$ cat src/rtl/hazard_stall_ctrl.sv
// hazard_stall_ctrl: pipeline sequencing controller for the 5-stage RV32 core.
// Drives the PC and pipeline-register write enables, bubbles and the IF/ID flush.
// It handles load-use stalls, taken-branch flushes, multi-cycle MUL/DIV occupancy
// of EX (start/done handshake with timeout) and the whole-pipe freeze on a
// data-memory wait. Operand forwarding covers every other hazard.
// Optional feature: define HAZARD_PERF_CNT_EN to add saturating performance
// counters (stall_cycles, flush_count, freeze_cycles).
module hazard_stall_ctrl #(
  parameter int unsigned MD_TIMEOUT = 64,
  parameter int unsigned CNT_W      = 32
) (
  input  logic             clk,
  input  logic             rst,
  input  logic [4:0]       IF_ID_Rs1,
  input  logic [4:0]       IF_ID_Rs2,
  input  logic [4:0]       ID_EX_Rd,
  input  logic             ID_EX_MemRead,
  input  logic             ID_EX_MulDiv,
  input  logic             md_done,
  input  logic             branch_taken,
  input  logic             EX_MEM_MemAccess,
  input  logic             dmem_ready,
  output logic             PC_Write,
  output logic             IF_ID_Write,
  output logic             IF_ID_Flush,
  output logic             ID_EX_Write,
  output logic             ID_EX_Bubble,
  output logic             EX_MEM_Write,
  output logic             EX_MEM_Bubble,
  output logic             md_start,
  output logic             md_timeout,
  output logic [1:0]       state
`ifdef HAZARD_PERF_CNT_EN
  ,
  output logic [CNT_W-1:0] stall_cycles,
  output logic [CNT_W-1:0] flush_count,
  output logic [CNT_W-1:0] freeze_cycles
`endif
);

  localparam int unsigned TmoW = $clog2(MD_TIMEOUT);
  // Counter value seen in the last MD_WAIT cycle before the op is abandoned.
  localparam logic [TmoW-1:0] TmoLast = TmoW'(MD_TIMEOUT - 1);

  typedef enum logic [1:0] {
    StRun    = 2'b00,
    StMdWait = 2'b01,
    StMdDone = 2'b10
  } state_e;

  state_e          state_q, state_d;
  logic [TmoW-1:0] cnt_q, cnt_d;
  logic            tmo_q, tmo_d;
  logic            pend_q, pend_d;

  logic freeze;
  logic load_use;
  logic tmo_hit;

  assign freeze   = EX_MEM_MemAccess && !dmem_ready;
  assign load_use = ID_EX_MemRead && (ID_EX_Rd != 5'd0) &&
                    ((ID_EX_Rd == IF_ID_Rs1) || (ID_EX_Rd == IF_ID_Rs2));
  // A completion (live or remembered from a freeze) always beats the timeout.
  assign tmo_hit  = (state_q == StMdWait) && !md_done && !pend_q && (cnt_q == TmoLast);

  assign state      = state_q;
  assign md_timeout = tmo_q;

  // State register with synchronous active-low reset; reset abandons any MUL/DIV op.
  always_ff @(posedge clk) begin
    if (!rst) begin
      state_q <= StRun;
      cnt_q   <= '0;
      tmo_q   <= 1'b0;
      pend_q  <= 1'b0;
    end else begin
      state_q <= state_d;
      cnt_q   <= cnt_d;
      tmo_q   <= tmo_d;
      pend_q  <= pend_d;
    end
  end

  // Next-state logic: a freeze holds everything except catching an early md_done.
  always_comb begin
    state_d = state_q;
    cnt_d   = cnt_q;
    tmo_d   = tmo_q;
    pend_d  = pend_q;
    if (freeze) begin
      if ((state_q == StMdWait) && md_done) begin
        pend_d = 1'b1;
      end
    end else begin
      unique case (state_q)
        StRun: begin
          // Same priority as the outputs: branch and load-use pre-empt the start.
          if (!branch_taken && !load_use && ID_EX_MulDiv) begin
            state_d = StMdWait;
            cnt_d   = '0;
            pend_d  = 1'b0;
          end
        end
        StMdWait: begin
          cnt_d = cnt_q + 1'b1;
          if (md_done || pend_q) begin
            state_d = StMdDone;
            pend_d  = 1'b0;
          end else if (cnt_q == TmoLast) begin
            state_d = StRun;
            tmo_d   = 1'b1;
          end
        end
        StMdDone: state_d = StRun;
        default:  state_d = StRun;
      endcase
    end
  end

  // Output decode: reset, freeze, MD_WAIT occupancy, then branch > load-use > MUL/DIV start.
  always_comb begin
    PC_Write      = 1'b1;
    IF_ID_Write   = 1'b1;
    IF_ID_Flush   = 1'b0;
    ID_EX_Write   = 1'b1;
    ID_EX_Bubble  = 1'b0;
    EX_MEM_Write  = 1'b1;
    EX_MEM_Bubble = 1'b0;
    md_start      = 1'b0;
    if (!rst) begin
      PC_Write      = 1'b0;
      IF_ID_Write   = 1'b0;
      ID_EX_Write   = 1'b0;
      EX_MEM_Write  = 1'b0;
      IF_ID_Flush   = 1'b1;
      ID_EX_Bubble  = 1'b1;
      EX_MEM_Bubble = 1'b1;
    end else if (freeze) begin
      PC_Write     = 1'b0;
      IF_ID_Write  = 1'b0;
      ID_EX_Write  = 1'b0;
      EX_MEM_Write = 1'b0;
    end else if (state_q == StMdWait) begin
      // EX is busy: hold the front end and keep feeding NOPs into MEM.
      PC_Write      = 1'b0;
      IF_ID_Write   = 1'b0;
      ID_EX_Write   = 1'b0;
      EX_MEM_Write  = 1'b0;
      EX_MEM_Bubble = 1'b1;
      if (tmo_hit) begin
        // Drop the abandoned op out of EX.
        ID_EX_Bubble = 1'b1;
      end
    end else begin
      // RUN or the single MD_DONE cycle (which captures the result via EX_MEM_Write).
      if (branch_taken) begin
        IF_ID_Flush  = 1'b1;
        ID_EX_Bubble = 1'b1;
      end else if (load_use) begin
        PC_Write     = 1'b0;
        IF_ID_Write  = 1'b0;
        ID_EX_Bubble = 1'b1;
      end else if ((state_q == StRun) && ID_EX_MulDiv) begin
        md_start      = 1'b1;
        PC_Write      = 1'b0;
        IF_ID_Write   = 1'b0;
        ID_EX_Write   = 1'b0;
        EX_MEM_Write  = 1'b0;
        EX_MEM_Bubble = 1'b1;
      end
    end
  end

`ifdef HAZARD_PERF_CNT_EN
  logic [CNT_W-1:0] stall_q, stall_d;
  logic [CNT_W-1:0] flush_q, flush_d;
  logic [CNT_W-1:0] frz_q, frz_d;

  assign stall_cycles  = stall_q;
  assign flush_count   = flush_q;
  assign freeze_cycles = frz_q;

  // Saturating event counters; stalls caused by a freeze are counted only as freezes.
  always_comb begin
    stall_d = stall_q;
    flush_d = flush_q;
    frz_d   = frz_q;
    if (!PC_Write && !freeze && (stall_q != '1)) begin
      stall_d = stall_q + 1'b1;
    end
    if (IF_ID_Flush && (flush_q != '1)) begin
      flush_d = flush_q + 1'b1;
    end
    if (freeze && (frz_q != '1)) begin
      frz_d = frz_q + 1'b1;
    end
  end

  // Counter registers, cleared by reset.
  always_ff @(posedge clk) begin
    if (!rst) begin
      stall_q <= '0;
      flush_q <= '0;
      frz_q   <= '0;
    end else begin
      stall_q <= stall_d;
      flush_q <= flush_d;
      frz_q   <= frz_d;
    end
  end
`else
  logic unused_cnt_w;
  assign unused_cnt_w = (CNT_W == 0);
`endif

endmodule

$ cat config.mk
export PLATFORM = sky130hd
export DESIGN_NAME = hazard_stall_ctrl
export DESIGN_NICKNAME = d
export VERILOG_FILES = /design/src/rtl/hazard_stall_ctrl.sv
export SDC_FILE = /design/constraint.sdc
export NUM_CORES = 1
export LEC_CHECK = 0
export BUFFER_PORTS_ARGS = -buffer_cell sky130_fd_sc_hd__buf_2
export CAP_MARGIN = 15
export CORE_UTILIZATION = 40
export DETAILED_ROUTE_END_ITERATION = 12
export GPL_ROUTABILITY_DRIVEN = 0
export PLACE_DENSITY = 0.73
export SLEW_MARGIN = 20
export SYNTH_ARGS = -nofsm -noshare
export SYNTH_HDL_FRONTEND = slang
export SYNTH_SLANG_ARGS = --single-unit
$ cat constraint.sdc
create_clock -name clk -period 1.7 [get_ports clk]
set_clock_uncertainty 0.15 [all_clocks]
set_input_delay 0.085 -clock clk [delete_from_list [all_inputs] [get_ports clk]]
set_output_delay 0.085 -clock clk [all_outputs]
set_load 0.01 [all_outputs]
Yosys cells after proc, flatten, opt, wreduce, memory -nomap -nowiden
Cells that the tools add are included.
{ "totals": {"out_inout_bits": 11, "rom_bits": 0, "register_bits": 10, "word_cells": 82, "latchBits": 0, "memories": 0, "mem_bits_rw": 0} }
{ "op_classes": {"n_mul": 0, "reduce_logical": 25, "eq_ne": 9, "n_mux": 41, "div": 0, "n_lt_le_gt_ge": 0, "bitwise": 2, "addsub": 1, "shifts": 0} }
{ "op_table": {"columns": ["cell", "n"], "rows": [
  ["1-bit 2-to-1 mux", 34],
  ["6-bit one-hot mux with 2 select lines", 1],
  ["5-bit equality test", 2],
  ["1-bit logical AND", 10],
  ["4-bit AND reduction", 2],
  ["6-bit by 1-bit adder with 6-bit output (second input constant)", 1],
  ["6-bit equality test (second input constant)", 1],
  ["2-bit 2-to-1 mux", 3],
  ["6-bit 2-to-1 mux", 1],
  ["3-bit by 2-bit != test with 1-bit output (second input constant)", 2],
  ["3-bit AND reduction", 2],
  ["1-bit zero test", 5],
  ["5-bit nonzero test", 1],
  ["2-bit one-hot mux with 2 select lines", 1],
  ["3-bit != test (second input constant)", 1],
  ["3-bit nonzero test", 1],
  ["2-bit by 1-bit equality test with 1-bit output (second input constant)", 1],
  ["2-bit zero test", 1],
  ["1-bit logical OR", 2],
  ["2-bit by 1-bit != test with 1-bit output (second input constant)", 1],
  ["2-bit != test (second input constant)", 1],
  ["1-bit NOT", 2],
  ["1-bit one-hot mux with 2 select lines", 1],
  ["2-bit nonzero test", 1]
]} }

Logic depth before layout (Yosys ltp)
{ "depth": {"ltp_word": 9, "depth_mapped": 6, "depth_no_buf": 6} }

Least setup slack after synthesis
Ideal clock, no wire load.
{ "synth_path": {"path_type": "reg-to-output", "startpoint": "register state_q[0] (netlist: state[0])", "endpoint": "output port EX_MEM_Bubble", "slack_ps": 40, "arrival_time_ps": 1425, "path_stages_with_launch": 6, "path_buffers": 0, "cell_sequence": "dfxtp_1 > nor4b_1 > nand2_1 > o21a_1 > o21ai_2 > or2_1"} }
{ "synth_between": {"elab_chain_cells": 8, "elab_cells_between_ends": 9, "cone_classes": "eq/ne: 1; mux: 6; reduce/logical: 2"} }
{ "synth_rtl": {"columns": ["item", "line_no", "source"], "rows": [
  ["from (decl)", "51", "state_e state_q, state_d;"],
  ["from (signal assigned)", "72", "state_q <= StRun;"],
  ["from (signal assigned)", "77", "state_q <= state_d;"],
  ["2-bit zero test", "163", "end else if ((state_q == StRun) && ID_EX_MulDiv) begin"],
  ["1-bit logical AND", "163", null],
  ["1-bit 2-to-1 mux", "163", null],
  ["1-bit 2-to-1 mux", "159", "end else if (load_use) begin"],
  ["1-bit 2-to-1 mux", "156", "if (branch_taken) begin"],
  ["1-bit 2-to-1 mux *", "143", "end else if (state_q == StMdWait) begin"],
  ["1-bit 2-to-1 mux *", "138", "end else if (freeze) begin"],
  ["1-bit 2-to-1 mux *", "130", "if (!rst) begin"],
  ["to (decl)", "29", "output logic EX_MEM_Bubble,"]
]} }
Mark *: on every way between the ends. The rest lies on a longest branch, timed or not.

Worst setup path after layout
{ "layout_path": {"startpoint": "register cnt_q[0]", "endpoint": "output port ID_EX_Bubble"} }
{ "layout_between": {"elab_chain_cells": 6} }
{ "layout_rtl": {"columns": ["item", "line_no", "source"], "rows": [
  ["from (decl)", "52", "logic [TmoW-1:0] cnt_q, cnt_d;"],
  ["from (signal assigned)", "78", "cnt_q <= cnt_d;"],
  ["6-bit equality test", "64", "assign tmo_hit = (state_q == StMdWait) && !md_done && !pend_q && (cnt_q == TmoLast);"],
  ["1-bit logical AND", "64", null],
  ["1-bit 2-to-1 mux", "150", "if (tmo_hit) begin"],
  ["1-bit 2-to-1 mux", "143", null],
  ["1-bit 2-to-1 mux", "138", null],
  ["1-bit 2-to-1 mux", "130", null],
  ["to (decl)", "27", "output logic ID_EX_Bubble,"]
]} }
Every way passes these cells.

==> results by group <==
Critical path
  – Crit path buffers/inverters: 1
  – Crit Path Category: reg2out
  – Max incr delay on CP: roughly 350 ps
  – Critical path depth in cells: 7
  – Crit path max-delay family: simple AND/OR/NAND/NOR gates
  – Slowest cell on crit path: dfxtp_2
  – CP cell instances: ha_4 > nand3_2 > or2_4 > nor3_4 > or3_1 > o221a_2 > buf_6
  – Crit Reg-Reg Endpoint: pend_q$_SDFFE_PN0P_
  – Crit. End Element: output port
  – Critical Path AT: 1670 ps
  – Critical Path RT: around 1500 ps
  – Worst-case reg-to-reg path depth: 8
  – Setup slack, reg-to-reg: approximately 40 ps
  – Worst-path maximum fanout: 2
  – CP startpoint kind: register
  – Worst r2r src: state[0]$_SDFFE_PN0P_

Synthesis
  – Post-synth top flop: dfxtp_1
  – Synth Instances: 97
  – Seq/Total Area, Yosys: 28.2%
  – Yosys Warn Count: 0
  – Synth Cell Area: ~710 um^2
  – Post-synth ARST share: 0%
  – Adder-Cell Fraction of Synth Area: 1.76%
  – Post-synthesis simple-gate area fraction: approximately 27%
  – XOR/XNOR share of the synthesized area: 12.3%
  – Post-synthesis register bit count: 10
  – Post-synthesis mux area share: 0%
  – Post-synth EDFFs: 0
  – Top cells by count, synth: 10 x dfxtp_1, 10 x nand2_1, 10 x xnor2_1, 9 x a21oi_1
  – Cell taking the most area after synthesis: dfxtp_1
  – Area contributors post-synth: dfxtp_1 28%, xnor2_1 12%, a21oi_1 6.3%
  – Post-synthesis cell type count: 31
  – Mean Syn Cell Area: 7.33 um^2
  – Syn nets: 121
  – Main combinational cell family by area after synthesis: simple AND/OR/NAND/NOR gates
  – Synth Area in Compound Gates: 25.2%
  – Post-synth top area share: 28.2%

Timing
  – RSZ-0062 raised after global routing: true
  – Crit path time final: 1910 ps
  – Min Hold Slack: 26.9 ps
  – Fin crit share: 112%
  – Max-slew violation count: 0
  – Worst setup margin: -206 ps
  – # setup viols final: 7
  – F_max: ~520 MHz
  – Max-slew headroom: 78.1%
  – Slew @ Worst Pin: 327 ps
  – Final Hold Viols: 0

Global routing
  – Largest net degree at the start of global routing: 10
  – Vias in the first global route: 934
  – Grt total ovfl: 0
  – Initial antenna violation count: 0
  – GRT Total Usage: 30.1%
  – Global-route wire length before repair: 4280 um

Power
  – Peak VDD IR: 0.000450 V
  – PD cells: 582 nW/um^2
  – Total power: 0.716 mW
  – Pleak: 0.518 nW

Status
  – Failing checks: design-rule violations, negative setup slack
  – Status: finished with violations

Layout
  – Reg area: around 210 um^2
  – Area Overhead vs Synth: 73.1%
  – Final net count: 177
  – Multi-input gate area: 582 um^2
  – Final Non-Filler Cells: 168
  – N_diodes: 0
  – Fillers: 95
  – Share of layout cells above drive strength 1: between 50 and 60%

CTS
  – Latest clock arrival within the worst-skew pair: about 280 ps
  – CTS Sinks: 10
  – CTS clk-pin slew, worst paths: ~80 ps
  – CTS Root Cell: clkbuf_4
  – CTS tree: done
  – H-tree levels: 1
  – CTS max path bufs: 2
  – Total clock buffers created by CTS: 3

Place
  – DPL Wire Length: 1610 um
  – Placed cell count: roughly 160
  – Placement Setup Slack: -84.2 ps
  – Number of port buffers: 33

Min path
  – Hold Path Sink: state[1]$_SDFFE_PN0P_
  – Hold-critical path depth: 3
  – Min-Delay Path Class: in2reg
  – Hold Crit Start: md_done

Route
  – Router iterations before antenna repair: 11
  – WL/cell: about 17 um
  – Starting DRT DRC Count: 93
  – WL final: 2820 um
  – Post-route DRC: 1
  – Via-to-Cell Ratio: ~6.0
  – Post-route ant nets: 0
  – Detailed-route via count: a little over 1000

Die
  – Die area: between 1500 and 2000 um^2
  – Die width: ~44 um
  – I/O pins: 34
  – Die Ht: between 40 and 50 um
  – Row cnt: 14
  – Core Area: roughly 1600 um^2
  – Starting Density: between 40% and 50%

Job
  – Max-Cap Viols: 0
==> what timing repair did <==
item                                   4_1_cts  5_1_grt
pin swaps                                    7       10
setup endpoints to repair                    5       14
resized for setup                           16       15
buffers inserted                             5        3
hold buffers                                 1        0
endpoints found under the hold margin        4        0
==> cell usage in the layout (no fill, tap or decap), drive strengths merged <==
cell type and count:
a21oi 9, dlygate4sd3 1, dfxtp 10, o21a 2
or4 1, a211oi 2, ha 1, nor2 7
o211ai 1, clkinv 1, nand2 10, o22ai 2
xnor2 10, nor3 3, and2 1, nor4b 1
nand2b 2, or3 1, inv 2, clkbuf 4
buf 55, o31ai 2, nor4 1, or2 2
nand3 7, nand4 1, nor2b 2, o221a 1
a31oi 3, o21ai 7
==> cells by family after synthesis <==
group	after synthesis
adders and majority gates	1
and+or+nand+nor	39
xor gates and xnor gates	10
DFF	10
AOI/OAI and AO/OA	29
buffers and inverters	8
==> flip-flops by register name, indices dropped and copies added (netlist names) <==
register and count:
pend_q 1, state 2, md_timeout 1, cnt_q 6
==> worst max-delay path by stage <==
stage	to	slack (ps)	start
after floorplan	EX_MEM_Bubble	40	state[0]$_SDFFE_PN0P_
after global placement	ID_EX_Bubble	-70	cnt_q[0]$_SDFFE_PN0P_
after detailed placement	ID_EX_Bubble	-80	cnt_q[0]$_SDFFE_PN0P_
after CTS	ID_EX_Bubble	-210	cnt_q[1]$_SDFFE_PN0P_
after global routing	ID_EX_Bubble	-270	cnt_q[0]$_SDFFE_PN0P_
final	ID_EX_Bubble	-210	cnt_q[0]$_SDFFE_PN0P_
==> stage by stage <==
step	utilization [%]	setup TNS [ps]	cell area, um^2
after floorplan	-	0	711
after global placement	62.3	-113	982
after detailed placement	62.3	-153	982
after CTS	72.9	-542	1150
after global routing	78.0	-997	1230
final	78.0	-540	1230
==> where the power goes <==
group,switching [mW],internal [mW]
Clock,0.0920,0.130
Combinational,0.124,0.126
Sequential,0.00436,0.239
Total,0.220,0.495
==> tightest hold or removal path: cells and delay by family <==
family / cells / cell delay, ps
buffers and inverters: 1 / 140
AO/OA/AOI/OAI: 2 / 190
==> final cells by class <==
cell class | instances | area share [%]
multi-input cells | 79 | 47.3
clock buffers | 4 | 2.95
flip-flops and latches | 10 | 16.7
well taps | 16 | 1.63
repair buffers | 56 | 30.3
inverters | 3 | 1.12
==> per-layer routing <==
layer,wire length (um),GRT usage (%),up-vias
li1,-,-,458
met1,1040,34.3,455
met2,1380,51.5,78
met3,240,7.35,22
met4,162,16.4,0
met5,0,0,-
Power figures use the tool's default switching activity.
